### src/rtl/exprom_pkg.sv
// Shared constants and types for the expansion-ROM read controller.
package exprom_pkg;

  localparam int          ROM_AW    = 9;
  localparam int          ROM_BYTES = 2048;
  localparam logic [31:0] ERR_DATA  = 32'hFFFF_FFFF;

  // Controller sequencing: wait for a request, issue reads, wait for the last beat to leave.
  typedef enum logic [1:0] {
    ST_IDLE  = 2'd0,
    ST_RUN   = 2'd1,
    ST_DRAIN = 2'd2
  } state_t;

  // One response beat as held in the output buffer.
  typedef struct packed {
    logic [31:0] data;
    logic        last;
    logic        err;
  } beat_t;

endpackage

### src/rtl/exprom_rsp_fifo.sv
// Two-entry response buffer. The head entry drives the response channel directly,
// so its contents stay put until it is popped.
module exprom_rsp_fifo
  import exprom_pkg::*;
(
  input  logic       clk,
  input  logic       rst,
  input  logic       push,
  input  beat_t      din,
  input  logic       pop,
  output beat_t      dout,
  output logic [1:0] count
);

  beat_t mem [2];
  logic  wr_ptr;
  logic  rd_ptr;
  logic  push_ok;
  logic  pop_ok;

  // Ignore a pop when empty and a push when full unless a pop frees a slot.
  assign pop_ok  = pop && (count != 2'd0);
  assign push_ok = push && ((count != 2'd2) || pop_ok);

  // Storage, pointers and occupancy.
  always_ff @(posedge clk or posedge rst) begin
    if (rst) begin
      mem[0] <= '0;
      mem[1] <= '0;
      wr_ptr <= 1'b0;
      rd_ptr <= 1'b0;
      count  <= 2'd0;
    end else begin
      if (push_ok) begin
        mem[wr_ptr] <= din;
        wr_ptr      <= ~wr_ptr;
      end
      if (pop_ok) begin
        rd_ptr <= ~rd_ptr;
      end
      case ({push_ok, pop_ok})
        2'b10:   count <= count + 2'd1;
        2'b01:   count <= count - 2'd1;
        default: count <= count;
      endcase
    end
  end

  assign dout = mem[rd_ptr];

endmodule

### src/rtl/exprom_read_ctrl.sv
// Expansion-ROM read controller: decodes the ROM BAR window, walks the four byte lanes
// one dword per cycle, absorbs the one-cycle lane read latency and returns dword bursts.
//
// Handshakes: a transfer happens on a rising edge where valid && ready are both high.
// A source holds valid and its payload steady until that edge; ready may change freely.
module exprom_read_ctrl
  import exprom_pkg::*;
#(
  parameter int LEN_W = 4
) (
  input  logic                 clk,
  input  logic                 rst,
  input  logic                 rom_bar_en,
  input  logic [29-ROM_AW:0]   rom_base,
  input  logic                 req_valid,
  output logic                 req_ready,
  input  logic [31:0]          req_addr,
  input  logic [LEN_W-1:0]     req_len,
  output logic                 rsp_valid,
  input  logic                 rsp_ready,
  output logic [31:0]          rsp_data,
  output logic                 rsp_last,
  output logic                 rsp_err,
  output logic [ROM_AW-1:0]    rom_addr,
  output logic                 rom_en,
  output logic                 rom_wren,
  output logic [7:0]           rom_dinp,
  input  logic [7:0]           rom0_dout,
  input  logic [7:0]           rom1_dout,
  input  logic [7:0]           rom2_dout,
  input  logic [7:0]           rom3_dout,
  output logic                 busy,
  output state_t               dbg_state
);

  state_t             state;
  logic               hit_q;
  logic [ROM_AW-1:0]  ptr;
  logic [LEN_W-1:0]   remaining;
  logic               infl;
  logic               infl_last;
  logic               infl_err;

  logic               req_hit;
  logic               pop;
  logic               issue;
  logic               room;
  logic [2:0]         occ;
  logic [1:0]         count;
  beat_t              head;
  beat_t              push_beat;
  logic               unused_addr_lsb;

  // Byte offset within the dword is irrelevant to a dword-wide ROM.
  assign unused_addr_lsb = ^req_addr[1:0];

  assign req_hit = rom_bar_en && (req_addr[31:ROM_AW+2] == rom_base);

  assign rsp_valid = (count != 2'd0);
  assign pop       = rsp_valid && rsp_ready;

  // A new issue must still have a slot when its data lands next cycle. A slot freed by a
  // pop this cycle counts, but a full buffer never issues.
  assign occ   = {1'b0, count} + {2'b00, infl};
  assign room  = (count != 2'd2) && ((occ - {2'b00, pop}) < 3'd2);
  assign issue = (state == ST_RUN) && room;

  // Out-of-window bursts go through the same issue/latency path with the lanes left idle.
  assign rom_en   = issue && hit_q;
  assign rom_addr = ptr;
  assign rom_wren = 1'b0;
  assign rom_dinp = 8'h00;

  // rom3 carries byte 0, rom0 carries byte 3.
  assign push_beat.data = infl_err ? ERR_DATA : {rom0_dout, rom1_dout, rom2_dout, rom3_dout};
  assign push_beat.last = infl_last;
  assign push_beat.err  = infl_err;

  exprom_rsp_fifo u_fifo (
    .clk   (clk),
    .rst   (rst),
    .push  (infl),
    .din   (push_beat),
    .pop   (pop),
    .dout  (head),
    .count (count)
  );

  assign rsp_data  = head.data;
  assign rsp_last  = head.last;
  assign rsp_err   = head.err;
  assign req_ready = (state == ST_IDLE) && !rst;
  assign busy      = (state != ST_IDLE);
  assign dbg_state = state;

  // Request decode, burst sequencing and the one-deep in-flight tracker.
  always_ff @(posedge clk or posedge rst) begin
    if (rst) begin
      state     <= ST_IDLE;
      hit_q     <= 1'b0;
      ptr       <= '0;
      remaining <= '0;
      infl      <= 1'b0;
      infl_last <= 1'b0;
      infl_err  <= 1'b0;
    end else begin
      infl      <= issue;
      infl_last <= issue && (remaining == '0);
      infl_err  <= issue && !hit_q;
      case (state)
        ST_IDLE: begin
          if (req_valid) begin
            hit_q     <= req_hit;
            ptr       <= req_addr[ROM_AW+1:2];
            remaining <= req_len;
            state     <= ST_RUN;
          end
        end
        ST_RUN: begin
          if (issue) begin
            ptr <= ptr + 1'b1;
            if (remaining == '0) begin
              state <= ST_DRAIN;
            end else begin
              remaining <= remaining - 1'b1;
            end
          end
        end
        ST_DRAIN: begin
          if (pop && head.last) begin
            state <= ST_IDLE;
          end
        end
        default: state <= ST_IDLE;
      endcase
    end
  end

endmodule

### config.mk
export PLATFORM = sky130hd
export DESIGN_NAME = exprom_read_ctrl
export DESIGN_NICKNAME = d
export VERILOG_FILES = /design/src/rtl/exprom_pkg.sv /design/src/rtl/exprom_rsp_fifo.sv /design/src/rtl/exprom_read_ctrl.sv
export SDC_FILE = /design/constraint.sdc
export NUM_CORES = 1
export LEC_CHECK = 0
export ABC_AREA = 1
export CAP_MARGIN = 20
export CORE_ASPECT_RATIO = 0.6
export CORE_MARGIN = 10
export CORE_UTILIZATION = 45
export CTS_CLUSTER_DIAMETER = 40
export CTS_CLUSTER_SIZE = 12
export DETAILED_ROUTE_END_ITERATION = 10
export PLACE_DENSITY = 0.83
export SLEW_MARGIN = 20
export SYNTH_ARGS = -nofsm -noshare
export SYNTH_HDL_FRONTEND = slang
export SYNTH_HIERARCHICAL = 1
export SYNTH_SLANG_ARGS = --single-unit
export TNS_END_PERCENT = 5
### constraint.sdc
create_clock -name clk -period 5.44 [get_ports clk]
set_clock_uncertainty 0.1 [all_clocks]
set_input_delay 1.088 -clock clk [delete_from_list [all_inputs] [get_ports clk]]
set_output_delay 1.088 -clock clk [all_outputs]
set_load 0.02 [all_outputs]
# Word level (Yosys, flattened, before mapping)
# Index checks and enable logic that the tools add are counted.
# totals
ff_bits	91
in_bits	94
output_inout_bits	58
word_cells	86
# classes
add_sub_neg	6
n_lt_le_gt_ge	4
eq_ne	11
muxes	20
n_bitwise	4
reduce_logical	25
# ops
cell	count
$mux 34	4
$bwmux 68	1
$demux 34 s1	1
$mux 32	1
$eq 21x21->1	1
$mux 9	2
$pmux 9 s2	1
$logic_and 1x1->1	12
$mux 4	3
$ne 2x2->1 const B	5
$add 9x1->9 const B	1
$mux 2	4
$pmux 4 s2	1
$reduce_and 4->1	2
$reduce_bool 2->1	4
$pmux 2 s3	1
$eq 2x1->1 const B	2
$eq 2x2->1 const B	2
$ge 2x2->1 const B	2
$logic_not 4->1	1
$not 1->2	2
$pmux 2 s2	1
$sub 4x1->4 const B	1
$add 2x1->3	1
other kinds (12)	14

# Logic depth before layout (Yosys ltp)
# Gate-level depths: netlist (run 1).
# depth
depth_word	8
depth_mapped	14
mapped_depth_nobuf	13

# Hierarchy
# Netlist (run 1), hierarchy kept.
# by_module_without_submodules
mod	instances	cells_each	area_per_inst_um2	seq_area_each_um2
exprom_rsp_fifo	1	437	3469.6	1801.7
exprom_read_ctrl	1	324	1946.9	475.5

# Least setup slack after synthesis (run 1)
# OpenSTA, ideal clock, no wires.
# synth_path
path_kind	input -> output
startpoint	in rsp_ready
endpoint	out rom_en
t_arrival_ns	2.425
required_time_ns	4.252
path_slack_ns	1.827
cell_stages	7
path_buffers	0
path_cell_list	o21a_1 > nand2_1 > o21ai_0 > nand2_1 > fa_1 > nand4_2 > nor2_1
# synth_between
elab_chain_len	6
# synth_rtl
element	line	text
from (decl)	exprom_read_ctrl.sv:20	input logic rsp_ready,
$logic_and 1x1->1	exprom_read_ctrl.sv:60	assign pop = rsp_valid && rsp_ready;
$sub 3x1->3	exprom_read_ctrl.sv:65	assign room = (count != 2'd2) && ((occ - {2'b00, pop}) < 3'd2);
$lt 3x2->1	exprom_read_ctrl.sv:65	
$logic_and 1x1->1	exprom_read_ctrl.sv:65	
$logic_and 1x1->1	exprom_read_ctrl.sv:66	assign issue = (state == ST_RUN) && room;
$logic_and 1x1->1	exprom_read_ctrl.sv:69	assign rom_en = issue && hit_q;
to (decl)	exprom_read_ctrl.sv:25	output logic rom_en,
# No other way between the ends.

# Worst setup path after layout (run 1)
# layout_path
startpoint	in rsp_ready
endpoint	out rom_en
# layout_between
elab_chain_len	6
# layout_rtl
element	line	text
$logic_and 1x1->1	exprom_read_ctrl.sv:60	
via pop	exprom_read_ctrl.sv:45	logic pop;
$sub 3x1->3	exprom_read_ctrl.sv:65	
$lt 3x2->1	exprom_read_ctrl.sv:65	
$logic_and 1x1->1	exprom_read_ctrl.sv:65	
$logic_and 1x1->1	exprom_read_ctrl.sv:66	
$logic_and 1x1->1	exprom_read_ctrl.sv:69	
# The timed path passes the listed nets, and every way through them passes these cells.

==> results_dict.tcl, run 1 <==
set metrics [dict create \
    status "completed" \
    critPathMaxFanout 4 \
    syn_area_mm2 0.00542 \
    critPathKind "in -> out" \
    detail_route.wl_per_cell_um 14.4 \
    r2r-end "u_fifo/mem[7]" \
    rows 30 \
    ys_seq_area_frac 0.420 \
    place_area_mm2 0.00679 \
    dr_total_vias 5104 \
    timing.final.ws_setup_ns 0.717 \
    gp_congestion 0.807 \
    clock_latency_ns 0.34 \
    stdcell_area_mm2 0.00711 \
    syn_to_final_growth_pct 31.3 \
    syn_area_per_cell_um2 7.12 \
    setup_violations 0 \
    p_per_area_mw_per_mm2 602 \
    min_path_type "reg -> reg" \
    antenna_found_initial 0 \
    ys_ff_latch 91 \
    worstPathArrival_ns 3.53 \
    vias_per_cell 4.91 \
    grt_pass1_wl_um 24700 \
    critPathRequiredTime_ns 4.25 \
    drv_slew 0 \
    drv_cap 0 \
    die_w_um 162 \
    min_path_cells 1 \
    end_kind "output pin" \
    dp.cells 1023 \
    setup.worst_path.start_class "primary input" \
    dr.pass1.iters 5 \
    slew_headroom 0.292 \
    synth_edf_count 0 \
    grt_overflow_total 0 \
    core_area_mm2 0.0115 \
    worst_pin_slew_ns 1.06 \
    met3_length_um 930 \
    postSynthCellCount 761 \
    dpl.hpwl_um 10500 \
    start_util 0.470 \
    cts_hold_buffers 0 \
    cts_buffers 9 \
    met2_length_um 6770 \
    holdCritStartpoint "hit_q" \
    hold_violations 0 \
    place_worst_setup_slack_ns 0.706 \
    ctsResizeCount 0 \
    ys_types 35 \
    cts_setup_buffers 0 \
    top_layer_used "met4" \
    die_y_um 105 \
    drt-initial-drc-count 317 \
    max-vdd-ir-drop_v 0.000353 \
    io-pin-count 152 \
    grt_max_degree 72 \
    reg2regPathDepth 6 \
    clock-sinks 91 \
    antenna_left 0 \
    hold-worst-slack_ns 0.353 \
    rsz0062_at_grt "no" \
    wl_um 15000 \
    finalCriticalPeriod_ns 4.72 \
    met1_length_um 7120 \
    io_buffers 140 \
    clockBufferDepth 2 \
    max_freq_mhz 212 \
    yosys_warnings 6 \
    root_buffer "clkbuf_16" \
    reg2reg_from "u_fifo/count[1]" \
    grt_pass1_vias 4944 \
    cts_max_level 3 \
    fillCellCount 1034 \
    dieArea_mm2 0.0170 \
    drc 0 \
    layout.cells.non_filler 1039 \
    clk_pin_slew_ns 0.06 \
    layout-drive-gt1-share 0.0887 \
    final.period_utilization 0.868 \
    ys.flop_type "dfrtp_1" \
    cts_tree "built" \
    p_leak_nw 3.71 \
    holdPathEnd "infl_err" \
    ys_async_sr_fraction 1.00 \
    grt_use_total 0.175 \
    tns_ns 0 \
    final_nets 972 \
    antennaDiodeCount 0 \
    r2r_slack_ns 2.91 \
]
Yosys cell counts, types with 3 or more instances:
| master | number | area, um2 |
|---|---|---|
| or2_2 | 35 | 219 |
| o211ai_1 | 3 | 22.5 |
| o21ai_1 | 5 | 25.0 |
| nor2_4 | 3 | 33.8 |
| nor2_1 | 29 | 109 |
| nand3_1 | 13 | 65.1 |
| nand3_4 | 3 | 52.6 |
| buf_1 | 3 | 11.3 |
| dfrtp_1 | 91 | 2280 |
| inv_2 | 5 | 18.8 |
| xor2_1 | 4 | 35.0 |
| o21ai_0 | 11 | 55.1 |
| buf_4 | 17 | 128 |
| nand2_2 | 3 | 18.8 |
| nand4_1 | 70 | 438 |
| buf_2 | 16 | 80.1 |
| clkbuf_1 | 11 | 41.3 |
| ha_1 | 3 | 37.5 |
| nand2_1 | 358 | 1340 |
| buf_6 | 3 | 33.8 |
| inv_1 | 57 | 214 |
worst max-delay path: stages:
cell             delay, ns
clkdlybuf4s50_1       0.52
o21a_1                0.20
nand2_1               0.08
o21ai_0               0.08
nand2_1               0.09
fa_1                  0.53
nand4_2               0.17
nor2_1                0.14
clkdlybuf4s50_1       0.65
power breakdown:
group	total (mW)	internal [mW]	leakage [nW]	switching (mW)
logic	2.35	0.915	2.43	1.43
clock network	0.677	0.409	0.158	0.269
registers	1.25	1.01	1.12	0.244
total	4.28	2.33	3.71	1.95
per-stage QoR:
step                power (mW)   util
floorplan                 2.82      -
detailed placement        3.63  0.589
global placement          3.57  0.589
global route              4.64  0.617
finish                    4.28  0.617
CTS                       4.32  0.617
cells by family after synthesis:
group           after synthesis  synth area share
other cells                   1          0.000692
mux                           1           0.00185
compound gates               21            0.0219
fa+ha+maj                     4            0.0106
simple gates                524             0.437
xor+xnor                      6           0.00970
flops                        91             0.420
buf+inv                     113            0.0979
registers in the layout, indices dropped and copies added, names as in the netlist:
name,count
dbg_state,2
hit_q,1
infl,1
infl_err,1
infl_last,1
remaining,4
rom_addr,9
u_fifo/count,2
u_fifo/mem,68
u_fifo/rd_ptr,1
u_fifo/wr_ptr,1
area by class of cell:
class / count / area [um2] / area share
inverter: 63 / 236 / 0.0333
tap: 160 / 200 / 0.0282
clock buffer: 10 / 229 / 0.0322
multi-input combinational: 565 / 2640 / 0.371
clock inverter: 6 / 95.1 / 0.0134
timing repair buffer: 144 / 1430 / 0.201
sequential: 91 / 2280 / 0.320
routing by layer:
layer  track usage  up-vias
met1         0.233     2341
li1              -     2612
met4        0.0420        0
met5             0        -
met2         0.274      141
met3        0.0486       10
cells in the final DEF, fill, tap and decap left out, drive strengths merged:
cell type      synthesis  final
nor2                  34     34
clkinv                 1      1
nand3                 18     18
buf                   39      4
fa                     1      1
mux2i                  1      1
nand2                363    363
dfrtp                 91     91
inv                   62     66
o21ai                 16     16
a31o                   1      1
clkbuf                11     10
xor2                   4      4
xnor2                  2      2
nor3                   1      1
clkdlybuf4s50          0    140
bufinv                 0      2
conb                   1      9
nand3b                 1      1
o21a                   1      1
or2                   36     36
nand4                 71     71
o211ai                 3      3
ha                     3      3
worst max-delay path by stage:
stage	start	end	slack, ns	cells past startpoint
global placement	rsp_ready	rom_en	0.76	9
finish	rsp_ready	rom_en	0.72	9
detailed placement	rsp_ready	rom_en	0.71	9
floorplan	rsp_ready	rom_en	1.83	7
global route	rsp_ready	rom_en	0.55	9
CTS	rsp_ready	rom_en	0.68	9
Note: power is estimated with default switching activity, not from simulation.
==> run 2, diff against run 1 <==
- CAP_MARGIN: 20 -> not set
- PLACE_DENSITY: 0.83 -> 0.76
==> run 2 against run 1 <==
- power is 2.4% higher
- combinational power hardly changed
- non-clock buffer count stayed put
- largest power group unchanged
==> results_dict.tcl, run 2 (synthesis results as in run 1) <==
set metrics [dict create \
    grt_overflow_total 0 \
    grt_max_degree 72 \
    grt_pass1_vias 4927 \
    dieArea_mm2 0.0170 \
    min_path_type "reg -> reg" \
    antennaDiodeCount 0 \
    dr.pass1.iters 5 \
    ctsResizeCount 0 \
    p_comb_frac 0.539 \
    regMostFlops "u_fifo/mem" \
    reg2regPathDepth 6 \
    critPathKind "in -> out" \
    io_buffers 140 \
    switchingPower_mw 1.95 \
    cts_max_level 3 \
    max_freq_mhz 215 \
    die_y_um 105 \
    rows 30 \
    setup.worst_path.start_class "primary input" \
    layout-drive-gt1-share 0.0910 \
    core_area_mm2 0.0115 \
    drv_cap 0 \
    p_seq_frac 0.285 \
    cts_tree "built" \
    io-pin-count 152 \
    swShare 0.444 \
    final_nets 972 \
    final_common_cell "nand2_1" \
    p_leak_nw 3.73 \
    dr_total_vias 5067 \
    critPathRequiredTime_ns 4.25 \
    slew_headroom 0.452 \
    cts_setup_buffers 0 \
    drc 0 \
    reg2reg_from "u_fifo/count[1]" \
    drv_slew 0 \
    critPathLaunch "rsp_ready" \
    p_per_area_mw_per_mm2 612 \
    status "completed" \
    wl_um 14900 \
    gp_congestion 0.786 \
    grt_pass1_wl_um 24700 \
    grt_use_total 0.173 \
    start_util 0.470 \
    dpl.hpwl_um 10300 \
    detail_route.wl_per_cell_um 14.4 \
    vias_per_cell 4.88 \
    die_w_um 162 \
    worstPathArrival_ns 3.47 \
    root_buffer "clkbuf_16" \
    end_kind "output pin" \
    internal_power_mw 2.44 \
    clock_latency_ns 0.34 \
    hold_violations 0 \
    critPathMaxFanout 4 \
    final_cell_mix "358 x nand2_1, 140 x clkdlybuf4s50_1, 89 x dfrtp_1" \
    p_clk_frac 0.176 \
    min_path_cells 1 \
    antenna_left 0 \
    holdCritStartpoint "hit_q" \
    finalCriticalPeriod_ns 4.65 \
    max-vdd-ir-drop_v 0.000315 \
    syn_to_final_growth_pct 32.2 \
    antenna_found_initial 0 \
    power_mw 4.38 \
    clk_pin_slew_ns 0.06 \
    worst_pin_slew_ns 0.822 \
    cts_hold_buffers 0 \
    drt-initial-drc-count 402 \
    final.period_utilization 0.856 \
    cts_buffers 9 \
    rsz0062_at_grt "no" \
    clock-sinks 91 \
    setup_violations 0 \
    largest_reg_flops 68 \
    tns_ns 0 \
    clockBufferDepth 2 \
]
-- run 2: cell count changes in the layout (fill, tap and decap cells not counted) --
cell        change
bufinv_16       +2
clkbuf_1        -1
clkbuf_8        +1
clkinvlp_4      +1
dfrtp_1         -1
dfrtp_2         +1
inv_6           -3
-- run 2: routing by layer --
layer	wire length, um	GRT usage	up-vias
met5	0	0	-
met1	7220	0.241	2304
met3	1080	0.0533	8
met2	6540	0.263	143
li1	-	-	2612
met4	77	0.0291	0
-- run 2: final cells by class --
cell class              instances  area, um2
clock buffers                  10        239
flip-flops and latches         91       2280
fillers                      1068       4360
inverters                      63        236
multi-input cells             565       2640
clock inverters                 6        136
repair buffers                144       1430
well taps                     160        200
-- run 2: critical path, stage by stage --
cell	delay, ns
clkdlybuf4s50_1	0.49
o21a_1	0.19
nand2_1	0.09
o21ai_0	0.07
nand2_1	0.08
fa_1	0.53
nand4_2	0.17
nor2_1	0.14
clkdlybuf4s50_1	0.63
-- run 2: metrics by stage --
step | instance area (um2) | setup WS (ns) | std cells | util | hold slack, ns
2_1_floorplan | 5450 | 1.83 | 769 | - | 0.326
3_3_place_gp | 6790 | 0.814 | 1023 | 0.589 | 0.343
4_1_cts | 7160 | 0.772 | 1039 | 0.621 | 0.360
3_5_place_dp | 6790 | 0.777 | 1023 | 0.589 | 0.351
6_report | 7160 | 0.785 | 1039 | 0.621 | 0.348
5_1_grt | 7160 | 0.598 | 1039 | 0.621 | 0.384
-- run 2: final timing paths --
| kind | endpoint | slack, ns |
|---|---|---|
| max | rom_en | 0.79 |
| min | infl_err | 0.35 |
| max reg2reg | u_fifo/mem[49] | 2.87 |
| min reg2reg | infl_err | 0.35 |
| max in group asynchronous | u_fifo/mem[65] | 3.14 |
| min in group asynchronous | u_fifo/mem[40] | 1.14 |
-- run 2: power groups by stage --
stage	combinational (mW)	sequential (mW)	clock, mW
final	2.36	1.25	0.773
after global routing	2.64	1.30	0.811
after CTS	2.39	1.25	0.786
after detailed placement	2.37	1.25	0
after global placement	2.34	1.24	0
after floorplan	1.59	1.23	0
